### config.mk
export PLATFORM = sky130hd
export DESIGN_NAME = lab_sysinfo_slave
export DESIGN_NICKNAME = d
export VERILOG_FILES = /design/src/rtl/lab_sysinfo_pkg.sv /design/src/rtl/lab_sysinfo_rdpipe.sv /design/src/rtl/lab_sysinfo_slave.sv
export SDC_FILE = /design/constraint.sdc
export NUM_CORES = 1
export LEC_CHECK = 0
export CORE_UTILIZATION = 45
export DETAILED_ROUTE_END_ITERATION = 7
export MAX_ROUTING_LAYER = met4
export SLEW_MARGIN = 20
export SYNTH_ARGS = -nofsm -noshare
export SYNTH_HDL_FRONTEND = slang
export SYNTH_HIERARCHICAL = 1
export SYNTH_SLANG_ARGS = --single-unit
### constraint.sdc
create_clock -name clock -period 8.9 [get_ports clock]
set_clock_uncertainty 0.2 [all_clocks]
set_input_delay 0.89 -clock clock [delete_from_list [all_inputs] [get_ports clock]]
set_output_delay 0.89 -clock clock [all_outputs]
set_load 0.01 [all_outputs]
### src/rtl/lab_sysinfo_pkg.sv
// Shared constants and types for the system-info Avalon-MM slave.
package lab_sysinfo_pkg;

  localparam logic [2:0] ADDR_ID         = 3'd0;
  localparam logic [2:0] ADDR_TIMESTAMP  = 3'd1;
  localparam logic [2:0] ADDR_UPTIME_LO  = 3'd2;
  localparam logic [2:0] ADDR_UPTIME_HI  = 3'd3;
  localparam logic [2:0] ADDR_SCRATCH    = 3'd4;
  localparam logic [2:0] ADDR_HB_DIV     = 3'd5;
  localparam logic [2:0] ADDR_READ_COUNT = 3'd6;
  localparam logic [2:0] ADDR_RSVD       = 3'd7;

  localparam int RD_LAT_MIN = 1;
  localparam int RD_LAT_MAX = 4;

  typedef struct packed {
    logic        valid;
    logic [31:0] data;
  } rd_pipe_t;

endpackage

### src/rtl/lab_sysinfo_rdpipe.sv
// Fixed-latency read-return pipeline: DEPTH-stage shift register of read results.
module lab_sysinfo_rdpipe
  import lab_sysinfo_pkg::*;
#(
  parameter int DEPTH = 2
) (
  input  logic     clock,
  input  logic     reset,
  input  rd_pipe_t in_i,
  output rd_pipe_t out_o
);

  rd_pipe_t stage_q [DEPTH];

  // NOTE: every stage is reset, not just the valid bits, so a flushed pipe never leaks stale data.
  always_ff @(posedge clock or posedge reset) begin
    if (reset) begin
      for (int i = 0; i < DEPTH; i++) stage_q[i] <= '0;
    end else begin
      stage_q[0] <= in_i;
      for (int i = 1; i < DEPTH; i++) stage_q[i] <= stage_q[i-1];
    end
  end

  assign out_o = stage_q[DEPTH-1];

endmodule

### src/rtl/lab_sysinfo_slave.sv
// System-info slave: ID/timestamp, 64-bit uptime with coherent HI shadow,
// byte-writable scratch, read counter and programmable heartbeat.
module lab_sysinfo_slave
  import lab_sysinfo_pkg::*;
#(
  parameter logic [31:0] ID_VALUE     = 32'h0000_0000,
  parameter logic [31:0] TIMESTAMP    = 32'h5C62_A0C1,
  parameter int          READ_LATENCY = 2,
  parameter int          UPTIME_W     = 64,
  parameter logic [31:0] HB_RESET_DIV = 32'd0
) (
  input  logic        clock,
  input  logic        reset,
  input  logic [2:0]  address,
  input  logic        read,
  input  logic        write,
  input  logic [31:0] writedata,
  input  logic [3:0]  byteenable,
  output logic [31:0] readdata,
  output logic        readdatavalid,
  output logic        heartbeat
);

  logic [UPTIME_W-1:0] uptime_q, uptime_d;
  logic [63:0]         uptime_ext;
  logic [31:0]         shadow_q, shadow_d;
  logic [31:0]         scratch_q, scratch_d;
  logic [31:0]         hb_div_q, hb_div_d;
  logic [31:0]         hb_cnt_q, hb_cnt_d;
  logic                hb_q, hb_d;
  logic [31:0]         rd_count_q, rd_count_d;
  logic [31:0]         rd_word;
  logic                rd_accept;
  logic                hb_wr;
  rd_pipe_t            pipe_in, pipe_out;

  // A simultaneous write wins; the read is dropped entirely.
  assign rd_accept  = read & ~write;
  assign hb_wr      = write && (address == ADDR_HB_DIV);
  assign uptime_d   = uptime_q + UPTIME_W'(1);
  assign uptime_ext = 64'(uptime_q);

  always_comb begin
    rd_word = '0;
    case (address)
      ADDR_ID:         rd_word = ID_VALUE;
      ADDR_TIMESTAMP:  rd_word = TIMESTAMP;
      ADDR_UPTIME_LO:  rd_word = uptime_ext[31:0];
      ADDR_UPTIME_HI:  rd_word = shadow_q;
      ADDR_SCRATCH:    rd_word = scratch_q;
      ADDR_HB_DIV:     rd_word = hb_div_q;
      ADDR_READ_COUNT: rd_word = rd_count_q;
      default:         rd_word = '0;
    endcase
  end

  // NOTE: all next-state values get a default first, so no path through this block infers a latch.
  always_comb begin
    scratch_d  = scratch_q;
    hb_div_d   = hb_div_q;
    shadow_d   = shadow_q;
    rd_count_d = rd_count_q + 32'(rd_accept);
    hb_cnt_d   = hb_cnt_q;
    hb_d       = hb_q;

    if (write && (address == ADDR_SCRATCH)) begin
      for (int b = 0; b < 4; b++)
        if (byteenable[b]) scratch_d[8*b +: 8] = writedata[8*b +: 8];
    end
    if (hb_wr) hb_div_d = writedata;

    // Latch the high half alongside the LO read so a LO-then-HI pair is coherent.
    if (rd_accept && (address == ADDR_UPTIME_LO)) shadow_d = uptime_ext[63:32];

    if (hb_wr || (hb_div_q == '0)) begin
      hb_cnt_d = '0;
      hb_d     = 1'b0;
    end else if (hb_cnt_q == hb_div_q) begin
      hb_cnt_d = '0;
      hb_d     = ~hb_q;
    end else begin
      hb_cnt_d = hb_cnt_q + 32'd1;
    end

    pipe_in.valid = rd_accept;
    pipe_in.data  = rd_accept ? rd_word : '0;
  end

  // NOTE: sequential state uses non-blocking assignments only; the _d values are settled before the edge.
  always_ff @(posedge clock or posedge reset) begin
    if (reset) begin
      uptime_q   <= '0;
      shadow_q   <= '0;
      scratch_q  <= '0;
      hb_div_q   <= HB_RESET_DIV;
      hb_cnt_q   <= '0;
      hb_q       <= 1'b0;
      rd_count_q <= '0;
    end else begin
      uptime_q   <= uptime_d;
      shadow_q   <= shadow_d;
      scratch_q  <= scratch_d;
      hb_div_q   <= hb_div_d;
      hb_cnt_q   <= hb_cnt_d;
      hb_q       <= hb_d;
      rd_count_q <= rd_count_d;
    end
  end

  lab_sysinfo_rdpipe #(.DEPTH(READ_LATENCY)) u_rdpipe (
    .clock (clock),
    .reset (reset),
    .in_i  (pipe_in),
    .out_o (pipe_out)
  );

  assign readdata      = pipe_out.data;
  assign readdatavalid = pipe_out.valid;
  assign heartbeat     = hb_q;

endmodule

---- After elaboration in Yosys (flattened, before gate mapping) ----
Cells that the tools add are included.
storage, ports and cells
  bits in registers ....................... 291
  bits of input ports ..................... 43
  output and inout bits ................... 34
cells by class
  muxes and demuxes ....................... 6
  reductions and logical operators ........ 10
  eq/ne operators ......................... 7
  bitwise gates (word level) .............. 3
  $add $sub $neg .......................... 3
operators with widths
  kind                   number
  $pmux 32 s6            1
  $mux 32                3
  $add 64x1->64 const B  1
  $add 32x1->32          1
  $add 32x1->32 const B  1
  $eq 32x32->1           1
  $logic_not 32->1       1
  $eq 3x3->1 const B     3
  $reduce_and 2->1       4
  $eq 3x2->1 const B     2
  $eq 3x1->1 const B     1
  $logic_and 1x1->1      3
  $mux 1                 2
  $not 1->1              2
  $reduce_bool 2->1      1
  $and 1x1->1            1
  $logic_or 1x1->1       1

---- Longest topological paths before layout ----
  word-level depth ........................ 4
  mapped depth ............................ 9

---- Modules after synthesis ----
The synthesis kept the hierarchy.
modules (own cells, without submodules)
  module              cells each  times used  area an instance (um2)  sequential area each (um2)
  lab_sysinfo_slave   995         1           11136.9                 5630.4
  lab_sysinfo_rdpipe  100         1           1903.1                  1651.6

---- Worst setup path before layout ----
Ideal clock, no wire load.
  path type ............................... input to register
  start ................................... in write
  end ..................................... reg rd_count_q[28]
  buffers on the path ..................... 1
  arrival time ............................ 2.357 ns
  cell stages on the path ................. 9
  required time ........................... 8.577 ns
  slack ................................... 6.220 ns
  cell sequence ........................... clkbuf_1 -> nand2b_1 -> inv_1 -> ha_1 -> ha_1 -> nand2_1 -> nor3_1 -> nand2_1 -> xnor2_1
RTL lines
  item                  line                      source
  from (decl)           lab_sysinfo_slave.sv:16   input logic write,
  to (signal assigned)  lab_sysinfo_slave.sv:106  rd_count_q <= rd_count_d;
  to (decl)             lab_sysinfo_slave.sv:31   logic [31:0] rd_count_q, rd_count_d;

---- Worst setup path after layout ----
  start ................................... in address[1]
  end ..................................... reg scratch_q[23]
on the way
  longest elaborated chain between the ends .. 3
RTL lines
  item                        line                      source
  from (decl)                 lab_sysinfo_slave.sv:14   input logic [2:0] address,
  $eq 3x3->1                  lab_sysinfo_slave.sv:66   if (write && (address == ADDR_SCRATCH)) begin
  $logic_and 1x1->1           lab_sysinfo_slave.sv:66
  $reduce_and 2->1 (no line)  --
  to (signal assigned)        lab_sysinfo_slave.sv:102  scratch_q <= scratch_d;
  to (decl)                   lab_sysinfo_slave.sv:27   logic [31:0] scratch_q, scratch_d;
No other way between the ends.
A chain may end at the register's enable or synchronous reset.

==> results.toml <==
[setup_path]
critPathKind = "input pin to register"
crit_path_end_kind = "register"
crit_top_cell = "buf_4"
worstPathArrival_ns = 3.45
max_stage_delay_ns = 0.52
required_ns = 9.13
critPathLaunchType = "input pin"
cp_slowest_cell = "nand3_1"
worstPathCellList = "clkdlybuf4s50_1 > buf_4 > inv_1 > and3_1 > buf_4 > nand3_1 > mux2_2"
path_max_fanout = 27

[finish]
insertedDiodeCount = 0
layout_common_cells = "dfrtp_1, mux2_2, nor2_1"
fin_area_um2 = 15100
fin_cells = 1537
layout_commonest_cell = "dfrtp_1"
drive_gt1_frac = 0.180
synthToLayoutAreaGrowth_pct = 15.6
final_nets = 1183

[clock_network]
h-tree-depth = 1
clock_sinks = 291
cts-resized-gates = 0
cts_hold_buf = 0
cts_setup_buffers = 0
root_buffer = "clkbuf_16"
clk_pin_slew_worst_paths_ns = 0.06
cts_tree = "done"
clock_latency_ns = 0.55
cts_made_buffers = 31
clockBufferDepth = 3

[logic_synthesis]
yosysSeqAreaShare = 0.558
avgSynthCellArea_um2 = 11.9
synth_top_cell_area_share = 0.558
ys_ff_latch = 291
synth.area.mux_share = 0.104
synth_ff_type = "dfrtp_1"
synth.distinct_cells = 42
syn_area_um2 = 13000
yosys.area_share.simple = 0.133
synth_area_leader_cell = "dfrtp_1"
ys_warn_count = 6
syn_nets = 1142
synth_area_leaders = "dfrtp_1, mux2_2, xnor2_1, xor2_1, nor2_1"
postSynthCellCount = 1095
synth_adder_area_share = 0.00384
async_reset_ff_frac = 1.00
synth-compound-area-share = 0.0567
synth_top_family_by_area = "simple AND/OR/NAND/NOR gates"
synth-edff-count = 0
synthXorXnorAreaFrac = 0.102

[power]
swShare = 0.253
power_frac_clock = 0.436
seqPwrFrac = 0.468
ir_worst_vdd_mv = 0.161
switching_power_uw = 839
power_uw = 3310
power_density_nw_per_um2 = 220
power.share.combinational = 0.096
p_int_uw = 2470
power.leakage_uw = 0.00680

[die]
die_h_um = 172
start_util = 0.463
dieArea_um2 = 29700
io_pins = 77
core_um2 = 28200
std_cell_rows = 61
fp.dieW_um = 172

[outcome]
outcome = "finished clean"

[sta]
min_period_over_period = 0.361
rsz0062_at_grt = "no"
worst_pin_slew_ns = 0.984
finalSetupViolCount = 0
finalWorstSetupSlack_ns = 5.68
final-max-slew-violation-count = 0
finalHoldViolations = 0
maxSlewHeadroom = 0.342
fmaxAchievable_ghz = 0.311
tns_ns = 0
min_period_ns = 3.22

[drt]
dr.pass1.iters = 5
post_drt_wl_per_cell_um = 20.4
wirelength_mm = 31.4
drt_iter0_markers = 724
drcViolationCount = 0
routed_via_density = 5.50
num_vias = 8452
ant_nets = 0

[global_route]
track_usage = 0.227
grt_start_max_net_pins = 86
grt_remaining_overflow = 0
grt_first_pass_wirelength_mm = 49.4
grt_pass1_vias = 8511
antenna_found_initial = 0

[placed_design]
dpl.hpwl_mm = 21.6
dpl.cell_count = 1481
gp_congestion = 0.842
placed_area_um2 = 13900
port_buffers = 76
pre_cts_slack_ns = 5.13

[hold_path]
hp-class = "register to register"

[flow_run]
maxCapViolCount = 0
## per-stage QoR
stage	utilization	hold slack (ns)
after detailed placement	0.494	0.135
after CTS	0.535	0.147
after global placement	0.494	0.133
final	0.535	0.147
after floorplan	-	0.131
after global routing	0.535	0.157
## cells by family after synthesis
| logic type | count (synthesis) |
|---|---|
| compound gates | 97 |
| xor+xnor | 152 |
| fa+ha+maj | 4 |
| buf+inv | 102 |
| flops | 291 |
| mux | 121 |
| simple gates | 328 |
## routing by layer
| metal | global-route usage | vias to the layer above | routed length (µm) |
|---|---|---|---|
| li1 | - | 3921 | - |
| met1 | 0.327 | 4254 | 15100 |
| met2 | 0.337 | 234 | 14000 |
| met3 | 0.0311 | 43 | 1580 |
| met4 | 0.0558 | 0 | 624 |
| met5 | - | - | 0 |
## synth_stat cells, types with 2 or more instances
master and n:
dfrtp_1 291, nand2b_1 6, and3_1 25, nor3_1 12
nor2_1 85, nand2_1 58, inv_1 21, buf_4 34
o21ai_0 10, nor3_2 10, ha_1 4, a222oi_1 20
a221oi_1 12, nand4_1 31, and4_1 11, mux2i_1 5
and2_1 5, nor4_1 20, xor2_1 72, mux2_2 116
nor2b_1 2, buf_2 18, nand3_1 49, a211oi_1 11
xnor2_1 80, a21oi_1 21, a22o_1 21, or3_1 6
clkbuf_1 23, buf_1 4
## final timing paths
check | slack (ns) | cells past startpoint | end | startpoint
worst max-delay path | 5.68 | 7 | scratch_q[23]$_DFFE_PP0P_ | address[1]
min in group asynchronous | 0.67 | 2 | uptime_ext[5]$_DFF_PP0_ | reset
worst min-delay path | 0.15 | 0 | u_rdpipe/out_o[15]$_DFF_PP0_ | u_rdpipe/stage_q[48]$_DFF_PP0_
worst max register to register | 6.09 | 5 | uptime_ext[49]$_DFF_PP0_ | uptime_ext[30]$_DFF_PP0_
max in group asynchronous | 6.45 | 3 | hb_cnt_q[19]$_DFF_PP0_ | reset
worst min register to register | 0.15 | 0 | u_rdpipe/out_o[15]$_DFF_PP0_ | u_rdpipe/stage_q[48]$_DFF_PP0_
## layout make-up
class	instances	area [µm²]
fillers	2409	13100
flip-flops and latches	291	7280
repair buffers	89	848
multi-input cells	702	5230
inverters	21	87.6
clock inverters	23	354
clock buffers	33	803
well taps	378	473
## power groups by stage
stage / registers [µW] / logic [µW] / clock network [µW]
6_report: 1550 / 320 / 1440
3_5_place_dp: 1570 / 317 / 0
2_1_floorplan: 1520 / 234 / 0
4_1_cts: 1550 / 319 / 1470
3_3_place_gp: 1570 / 312 / 0
5_1_grt: 1560 / 351 / 1540
## flip-flops by register name (all words and copies together), names as in the netlist
register and cells:
shadow_q 32, hb_div_q 32, scratch_q 32, heartbeat 1, rd_count_q 32, uptime_ext 64
hb_cnt_q 32, u_rdpipe/out_o 33, u_rdpipe/stage_q 33
## critical path, delay by kind of cell
| family | cells | cell delay [ns] |
|---|---|---|
| buf+inv | 4 | 1.31 |
| mux | 1 | 0.47 |
| simple gates | 2 | 0.75 |
Note: power is estimated with default switching activity, not from simulation.
